<file path="src/rtl/pkg_config.sv">
// -----------------------------------------------------------------------------
// pkg_config
// Shared configuration for the register-file writeback path: data width,
// register count, the writeback starvation limit and the writeback request
// record type.
// -----------------------------------------------------------------------------
package pkg_config;

    localparam int DATA_WIDTH      = 32;
    localparam int NUM_REGISTER    = 32;
    localparam int AW              = $clog2(NUM_REGISTER);

    // Consecutive EX arbitration losses before EX is forced to win (1..15).
    localparam int WB_STARVE_LIMIT = 3;

    // One buffered writeback request.
    typedef struct packed {
        logic                  valid;
        logic [AW-1:0]         addr;
        logic [DATA_WIDTH-1:0] data;
    } wb_req_t;

endpackage : pkg_config

</file>
<file path="src/rtl/rf_wb_arbiter_hold_buf.sv">
// -----------------------------------------------------------------------------
// wb_hold_buf
// Single-entry writeback holding buffer behind a valid/ready handshake.
// Writes addressed to x0 complete the handshake but are never stored.
//
// Ports:
//   clk_i, rst_i  clock, asynchronous active-high reset
//   valid_i       upstream request
//   ready_o       buffer can accept (empty, or being drained this cycle)
//   addr_i/data_i upstream destination register / write data
//   grant_i       arbiter selected this buffer; it drains at the next edge
//   occ_o         buffer holds a write
//   addr_o/data_o buffered destination register / write data
// -----------------------------------------------------------------------------
module wb_hold_buf
    import pkg_config::*;
#(
    parameter int DATA_WIDTH   = pkg_config::DATA_WIDTH,
    parameter int NUM_REGISTER = pkg_config::NUM_REGISTER,
    localparam int AW          = $clog2(NUM_REGISTER)
) (
    input  logic                  clk_i,
    input  logic                  rst_i,
    input  logic                  valid_i,
    output logic                  ready_o,
    input  logic [AW-1:0]         addr_i,
    input  logic [DATA_WIDTH-1:0] data_i,
    input  logic                  grant_i,
    output logic                  occ_o,
    output logic [AW-1:0]         addr_o,
    output logic [DATA_WIDTH-1:0] data_o
);

    logic                  valid_q, valid_d;
    logic [AW-1:0]         addr_q,  addr_d;
    logic [DATA_WIDTH-1:0] data_q,  data_d;
    logic                  accept;

    assign ready_o = !rst_i && (!valid_q || grant_i);
    assign accept  = valid_i && ready_o;

    // NOTE: every signal assigned in an always_comb gets a default first, so no
    // path leaves it unassigned and no latch is inferred.
    always_comb begin
        valid_d = valid_q;
        addr_d  = addr_q;
        data_d  = data_q;
        if (grant_i) begin
            valid_d = 1'b0;
        end
        // A same-edge transfer refills the slot being drained; x0 is dropped.
        if (accept && (addr_i != '0)) begin
            valid_d = 1'b1;
            addr_d  = addr_i;
            data_d  = data_i;
        end
    end

    // NOTE: state registers use non-blocking assignments so every flop samples
    // pre-edge values regardless of block ordering.
    // NOTE: the payload is reset too; it is only two small registers and it
    // keeps the outputs clean during and straight after reset.
    always_ff @(posedge clk_i or posedge rst_i) begin
        if (rst_i) begin
            valid_q <= 1'b0;
            addr_q  <= '0;
            data_q  <= '0;
        end else begin
            valid_q <= valid_d;
            addr_q  <= addr_d;
            data_q  <= data_d;
        end
    end

    assign occ_o  = valid_q;
    assign addr_o = addr_q;
    assign data_o = data_q;

endmodule : wb_hold_buf

</file>
<file path="src/rtl/rf_wb_arbiter.sv">
// -----------------------------------------------------------------------------
// rf_wb_arbiter
// Shares the register_file single write port between the EX stage and the
// LSU. Each requester lands in a one-entry holding buffer; a fixed-priority
// arbiter (LSU first, EX forced after STARVE_LIMIT losses) drives the port.
// Also exports a mask of registers with a buffered, not yet retired write.
//
// Ports:
//   clk_i, rst_i                 clock, asynchronous active-high reset
//   ex_valid_i/ex_ready_o        EX handshake
//   ex_rd_addr_i/ex_rd_i         EX destination register / data
//   lsu_valid_i/lsu_ready_o      LSU handshake
//   lsu_rd_addr_i/lsu_rd_i       LSU destination register / data
//   we_o/rd_addr_o/rd_o          register_file write port
//   pending_mask_o               bit r set while a write to xr is buffered
// -----------------------------------------------------------------------------
module rf_wb_arbiter
    import pkg_config::*;
#(
    parameter int DATA_WIDTH   = pkg_config::DATA_WIDTH,
    parameter int NUM_REGISTER = pkg_config::NUM_REGISTER,
    parameter int STARVE_LIMIT = pkg_config::WB_STARVE_LIMIT,
    localparam int AW          = $clog2(NUM_REGISTER)
) (
    input  logic                    clk_i,
    input  logic                    rst_i,
    input  logic                    ex_valid_i,
    output logic                    ex_ready_o,
    input  logic [AW-1:0]           ex_rd_addr_i,
    input  logic [DATA_WIDTH-1:0]   ex_rd_i,
    input  logic                    lsu_valid_i,
    output logic                    lsu_ready_o,
    input  logic [AW-1:0]           lsu_rd_addr_i,
    input  logic [DATA_WIDTH-1:0]   lsu_rd_i,
    output logic                    we_o,
    output logic [AW-1:0]           rd_addr_o,
    output logic [DATA_WIDTH-1:0]   rd_o,
    output logic [NUM_REGISTER-1:0] pending_mask_o
);

    localparam logic [3:0] STARVE_MAX = 4'(STARVE_LIMIT);

    logic                  ex_occ,   lsu_occ;
    logic [AW-1:0]         ex_addr,  lsu_addr;
    logic [DATA_WIDTH-1:0] ex_data,  lsu_data;
    logic                  ex_grant, lsu_grant;
    logic [3:0]            starve_cnt_q, starve_cnt_d;

    wb_hold_buf #(
        .DATA_WIDTH   (DATA_WIDTH),
        .NUM_REGISTER (NUM_REGISTER)
    ) u_ex_buf (
        .clk_i   (clk_i),
        .rst_i   (rst_i),
        .valid_i (ex_valid_i),
        .ready_o (ex_ready_o),
        .addr_i  (ex_rd_addr_i),
        .data_i  (ex_rd_i),
        .grant_i (ex_grant),
        .occ_o   (ex_occ),
        .addr_o  (ex_addr),
        .data_o  (ex_data)
    );

    wb_hold_buf #(
        .DATA_WIDTH   (DATA_WIDTH),
        .NUM_REGISTER (NUM_REGISTER)
    ) u_lsu_buf (
        .clk_i   (clk_i),
        .rst_i   (rst_i),
        .valid_i (lsu_valid_i),
        .ready_o (lsu_ready_o),
        .addr_i  (lsu_rd_addr_i),
        .data_i  (lsu_rd_i),
        .grant_i (lsu_grant),
        .occ_o   (lsu_occ),
        .addr_o  (lsu_addr),
        .data_o  (lsu_data)
    );

    // Arbitration. On a same-register conflict LSU always goes first so the
    // younger EX value is the one left in the register file.
    always_comb begin
        ex_grant  = 1'b0;
        lsu_grant = 1'b0;
        if (ex_occ && !lsu_occ) begin
            ex_grant = 1'b1;
        end else if (lsu_occ && !ex_occ) begin
            lsu_grant = 1'b1;
        end else if (ex_occ && lsu_occ) begin
            if (ex_addr == lsu_addr) begin
                lsu_grant = 1'b1;
            end else if (starve_cnt_q == STARVE_MAX) begin
                ex_grant = 1'b1;
            end else begin
                lsu_grant = 1'b1;
            end
        end
    end

    // Count consecutive EX losses; any EX win or empty EX buffer clears it.
    always_comb begin
        starve_cnt_d = '0;
        if (ex_occ && lsu_grant) begin
            starve_cnt_d = (starve_cnt_q == STARVE_MAX) ? STARVE_MAX
                                                        : starve_cnt_q + 4'd1;
        end
    end

    always_ff @(posedge clk_i or posedge rst_i) begin
        if (rst_i) begin
            starve_cnt_q <= '0;
        end else begin
            starve_cnt_q <= starve_cnt_d;
        end
    end

    // Write port: winner contents, all zero when idle. Buffers clear
    // asynchronously on reset, so the port goes quiet immediately.
    always_comb begin
        we_o      = 1'b0;
        rd_addr_o = '0;
        rd_o      = '0;
        if (lsu_grant) begin
            we_o      = 1'b1;
            rd_addr_o = lsu_addr;
            rd_o      = lsu_data;
        end else if (ex_grant) begin
            we_o      = 1'b1;
            rd_addr_o = ex_addr;
            rd_o      = ex_data;
        end
    end

    // Buffers never hold x0, and bit 0 is skipped so it stays constant zero.
    always_comb begin
        pending_mask_o = '0;
        for (int r = 1; r < NUM_REGISTER; r++) begin
            pending_mask_o[r] = (ex_occ  && (ex_addr  == AW'(r))) ||
                                (lsu_occ && (lsu_addr == AW'(r)));
        end
    end

endmodule : rf_wb_arbiter
</file>
<file path="config.mk">
export PLATFORM = sky130hd
export DESIGN_NAME = rf_wb_arbiter
export DESIGN_NICKNAME = d
export VERILOG_FILES = /design/src/rtl/pkg_config.sv /design/src/rtl/rf_wb_arbiter_hold_buf.sv /design/src/rtl/rf_wb_arbiter.sv
export SDC_FILE = /design/constraint.sdc
export NUM_CORES = 1
export LEC_CHECK = 0
export ABC_AREA = 1
export ABC_CLOCK_PERIOD_IN_PS = 6900
export CORE_MARGIN = 1.5
export CORE_UTILIZATION = 50
export DETAILED_ROUTE_END_ITERATION = 12
export PLACE_DENSITY = 0.93
export SLEW_MARGIN = 40
export SYNTH_ARGS = -nofsm -noshare
export SYNTH_HDL_FRONTEND = slang
export SYNTH_SLANG_ARGS = --single-unit
</file>
<file path="constraint.sdc">
create_clock -name clk_i -period 6.9 [get_ports clk_i]
set_clock_uncertainty 0.15 [all_clocks]
set_input_delay 1.035 -clock clk_i [delete_from_list [all_inputs] [get_ports clk_i]]
set_output_delay 1.035 -clock clk_i [all_outputs]
set_load 0.1 [all_outputs]
</file>
Yosys cells after proc, flatten, opt, wreduce, memory -nomap -nowiden:

Cells that the tools add are included.

* add/subtract/negate cells: 1
* equal/unequal tests: 64
* mux-type cells: 22
* reduce and logical (&&, ||, !) cells: 112

Operators by type and width (count)
* $eq A5 B5 Y1 const B: 32
* $eq A5 B4 Y1 const B: 16
* $logic_and A1 B1 Y1: 72
* $mux W32: 2
* $eq A5 B3 Y1 const B: 8
* $logic_or A1 B1 Y1: 33
* $eq A5 B2 Y1 const B: 4
* $mux W1: 16
* $eq A5 B1 Y1 const B: 2
* $mux W5: 2
* $reduce_bool A5 Y1: 2
* $mux W4: 2
* $eq A5 B5 Y1: 1
* $add A4 B1 Y4 const B: 1
* $eq A4 B2 Y1 const B: 1
* $reduce_bool A2 Y1: 2
* $logic_not A1 Y1: 3

* register bits: 80
* input port bits: 78
* output and inout bits: 72
* logic and storage cells: 206

Longest topological paths before layout:

* depth after elaboration: 11
* gate-level depth with buffers: 13
* mapped depth without buffers: 11

By module:

From an unflattened synthesis, not the netlist that was laid out.

* cells, all modules: 614
* area, all modules: 4525.6 µm²

By module, submodules not included
* wb_hold_buf: instances 2, cells an instance 172, area an instance 1591.5 µm², sequential area each 950.9 µm²
* rf_wb_arbiter: instances 1, cells an instance 270, area an instance 1342.5 µm², sequential area each 100.1 µm²

Worst setup path after synthesis:

Ideal clock, no wire load.

* kind: input-to-output
* start: input rst_i
* end: output lsu_ready_o
* data arrival time: 4.764 ns
* data required time: 5.715 ns
* path slack: 0.951 ns
* stages on the path: 5
* path buffers: 2
* cells stage by stage: clkinv_1 -> clkbuf_1 -> buf_1 -> nand2_1 -> inv_1

* longest elaborated chain between the ends: 2

RTL lines
* start: declaration: RTL line rf_wb_arbiter.sv:26 `input logic rst_i,`
* $logic_not A1 Y1 (no source line)
* $logic_and A1 B1 Y1: RTL line rf_wb_arbiter_hold_buf.sv:39 `assign ready_o = !rst_i && (!valid_q || grant_i);`
* end: declaration: RTL line rf_wb_arbiter.sv:32 `output logic lsu_ready_o,`

No other way between the ends.

Final worst setup path:

* start: register starve_cnt_q[0]
* end: output rd_o[11]

* longest elaborated chain between the ends: 8
* elaborated cells on any way between the ends: 13
* those cells by class: eq/ne (1); mux (12)

RTL lines
* start: declaration: RTL line rf_wb_arbiter.sv:47 `logic [3:0] starve_cnt_q, starve_cnt_d;`
* start signal: assignment: RTL line rf_wb_arbiter.sv:114 `starve_cnt_q <= starve_cnt_d;`
* $eq A4 B2 Y1 (*): RTL line rf_wb_arbiter.sv:93 `end else if (starve_cnt_q == STARVE_MAX) begin`
* $mux W1: RTL line rf_wb_arbiter.sv:93
* $mux W1: RTL line rf_wb_arbiter.sv:91 `if (ex_addr == lsu_addr) begin`
* $mux W1: RTL line rf_wb_arbiter.sv:90 `end else if (ex_occ && lsu_occ) begin`
* $mux W1: RTL line rf_wb_arbiter.sv:88 `end else if (lsu_occ && !ex_occ) begin`
* $mux W1: RTL line rf_wb_arbiter.sv:86 `if (ex_occ && !lsu_occ) begin`
* $mux W32: RTL line rf_wb_arbiter.sv:128 `end else if (ex_grant) begin`
* $mux W32 (*): RTL line rf_wb_arbiter.sv:124 `if (lsu_grant) begin`
* end: declaration: RTL line rf_wb_arbiter.sv:37 `output logic [DATA_WIDTH-1:0] rd_o,`

Mark *: on every way between the ends. The rest lies on a longest branch, timed or not.

==> metrics <==
status=finished clean; pwr dens=251.5 nW/um^2; Placer Congestion=0.9032; antenna violations before repair=0; worst reg2reg path depth=8; Synth Register Bits=80; Ports=150; Setup TNS=0 ns; # placed instances=828; vias in the first global route=around 4500; Pint=about 0.86 mW; ant diodes=0; PnR Total Power=roughly 1.4 mW; number of flops mapped to enable cells by yosys=0; Die ar.=between 9000 and 10000 um^2; FF/Latch Area=around 2000 um^2; CTS Buffer Depth=2; Clk pwr share=about a quarter; VDD IR-drop max=0.0001557 V; Synth Cell Area=approximately 4400 um^2; number of max-cap violations=0; number of buffers added on ports=around 150; DR pass1 iterations=6; Placeable Area=8678 um^2; Final nets=810; mux contribution to synthesized area=0%; Worst-path clk slew=about 0.09 ns; Post-Synth Adder-Cell Area=less than 1%; drt drc=0; type of origin of the critical path=flop; Main synth FF type=dfrtp_1; Synth Area in Compound Gates=around 5.3%; final WL=13740 um; XOR/XNOR Fraction of Synth Area=0.5909%; P_leak=between 3 and 4 nW; Setup CP Type=reg -> out; cell taking the most area after synthesis=dfrtp_1; Slew Viols, Final=0; CTS Buf Count=9; post-cts gate resize count=0; sequential share of power=approximately 40%; top post-synthesis cells by area=dfrtp_1, nand2_1, nand4_1; post-CTS setup buffers=0; fraction of the mapped netlist area in simple logic gates=about two fifths; Synthesized Nets=696; area of the multi-input gates=~2100 um^2; CTS Hold Bufs=0; synthesized area per cell=about 7 um^2; Worst slew margin=a little over two fifths; count leader, synth=nand2_1; Comb pwr share=between 30% and 40%; yosys warns=0; Non-Filler Instances=roughly 840; Critical Path Fanout Max=32; Netlist cell types=25; Seq/Total Area, Yosys=a little under half; HP Class=reg -> reg; vias per std cell=~5.8; max incr delay on CP=around 0.49 ns; # H-tree levels=3; Total Routing Usage GR=between 20% and 30%; Req. time, crit path=~5.7 ns; Fill cells=730; RSZ-0062 raised after global routing=no; final setup vio count=0; WL/cell=16.28 um; Yosys top cell area share=45.02%; setup slack, reg-to-reg=3.66 ns; Fin. Hold Viols=0; Die W=around 97 um; main combinational cell family by area after synthesis=simple AND/OR/NAND/NOR gates; Post-synth top cells=nand2_1, dfrtp_1, nand4_1, nand3_1, o22ai_1; GRT Residual Overflow=0; CTS tree=done; Initial Utilization=51.24%; sw power=between 0.5 and 0.6 mW; Fmax=0.2496 GHz; Final Critical Period=about 4.0 ns; Worst setup EP type=output pin; Cells after Synth=between 600 and 700; post-route clock period utilization=approximately 58%; slowest stage cell, crit path=inv_2; CP cell instances=ha_1 -> nand2_1 -> nor2_2 -> nand2_2 -> nand2_1 -> nand2_1 -> inv_2 -> nand2_1 -> nand2_1 -> buf_2; pin count of the biggest net entering global routing=86; First DRT Iteration DRCs=491; Root Buffer=clkbuf_8; Hold Path Cell Cnt=2; Area Growth Syn to Fin=29.29%; Most common cell on crit path=nand2_1; Net Sw Frac=between 40% and 50%; Die H=between 90 and 100 um; clk_lat worst skew=about 0.35 ns; first-pass GRT wire length=21720 um; share of cells above drive strength 1=about 14%; Sink Count=80; ys async rst share=between 90% and 100%; Worst EP arrival=about 2.8 ns; Core Rows=34; Tightest Pin Transition=between 0.8 and 0.9 ns; DRT antenna net count=0; HPWL Detailed=slightly above 9000 um; vias=between 4000 and 5000
[registers in the layout, indices dropped and copies added, names as in the netlist]
name and count:
u_ex_buf.data_o 32, u_lsu_buf.occ_o 1, u_ex_buf.occ_o 1, starve_cnt_q 4, u_lsu_buf.addr_o 5, u_lsu_buf.data_o 32
u_ex_buf.addr_o 5
[cell usage in the layout (no fill, tap or decap), drive strengths merged, types with 2 or more instances in the layout]
cell,netlist,routed
o21ai,8,8
buf,23,75
xnor2,2,2
clkdlybuf4s50,0,77
clkbuf,26,11
dfrtp,80,80
clkinvlp,0,2
a21oi,2,2
nand3,43,43
nand2,271,271
nand4,74,74
bufinv,0,2
inv,26,27
o22ai,30,30
nor2,26,26
[kinds of logic (layout without fill, tap and decap cells)]
group / Yosys count / after routing
AO/OA/AOI/OAI: 40 / 40
XOR/XNOR: 3 / 3
adder cells (fa/ha/maj): 1 / 1
buffers and inverters: 76 / 195
flip-flops: 80 / 80
other: 1 / 1
AND/OR/NAND/NOR: 416 / 416
[metal layers]
| metal | vias up | GRT usage, % | routed length [um] |
|---|---|---|---|
| met2 | 295 | 47.01 | 6673 |
| li1 | 2282 | - | - |
| met1 | 2284 | 36.91 | 5496 |
| met5 | - | 0 | 0 |
| met3 | 46 | 4.173 | 1120 |
| met4 | 0 | 13.52 | 454 |
[layout make-up]
type                       instances  share of cell area (%)
inverter                          27                   1.850
clock buffer                      11                   2.459
sequential                        80                   34.82
clock inverter                     5                   1.393
multi-input combinational        461                   36.95
timing repair buffer             152                   20.17
tap                              108                   2.350
[power by group through the flow]
stage,sequential (mW),combinational [mW],clock (mW)
floorplan,0.570,0.373,0
global placement,0.583,0.495,0
detailed placement,0.586,0.476,0
CTS,0.579,0.479,0.383
global route,0.589,0.511,0.402
finish,0.581,0.481,0.384
[through the flow]
stage               worst slack, ns  cell area, um^2  hold WS [ns]  utilization, %
floorplan                    0.9510             4447        0.2922               -
global placement              2.277             5864        0.3036           67.58
detailed placement            2.980             5509        0.3090           63.48
CTS                           2.966             5731        0.3272           66.03
global route                  2.719             5749        0.3429           66.25
finish                        2.894             5749        0.3265           66.25
[final timing paths]
check,start,to
worst min register to register,u_lsu_buf.data_o[31],u_lsu_buf.data_o[31]
min in group asynchronous,rst_i,u_ex_buf.occ_o
worst max-delay path,starve_cnt_q[0],rd_o[11]
max in group asynchronous,rst_i,starve_cnt_q[3]
worst min-delay path,u_lsu_buf.data_o[31],u_lsu_buf.data_o[31]
worst max register to register,u_lsu_buf.occ_o,u_lsu_buf.data_o[12]
[critical path, delay by kind of cell (launching register included)]
kind / cells / cell delay [ns]
DFF: 1 / 0.38
buffers and inverters: 2 / 0.93
and+or+nand+nor: 7 / 0.92
adders and majority gates: 1 / 0.20
Note: power is estimated with default switching activity, not from simulation.
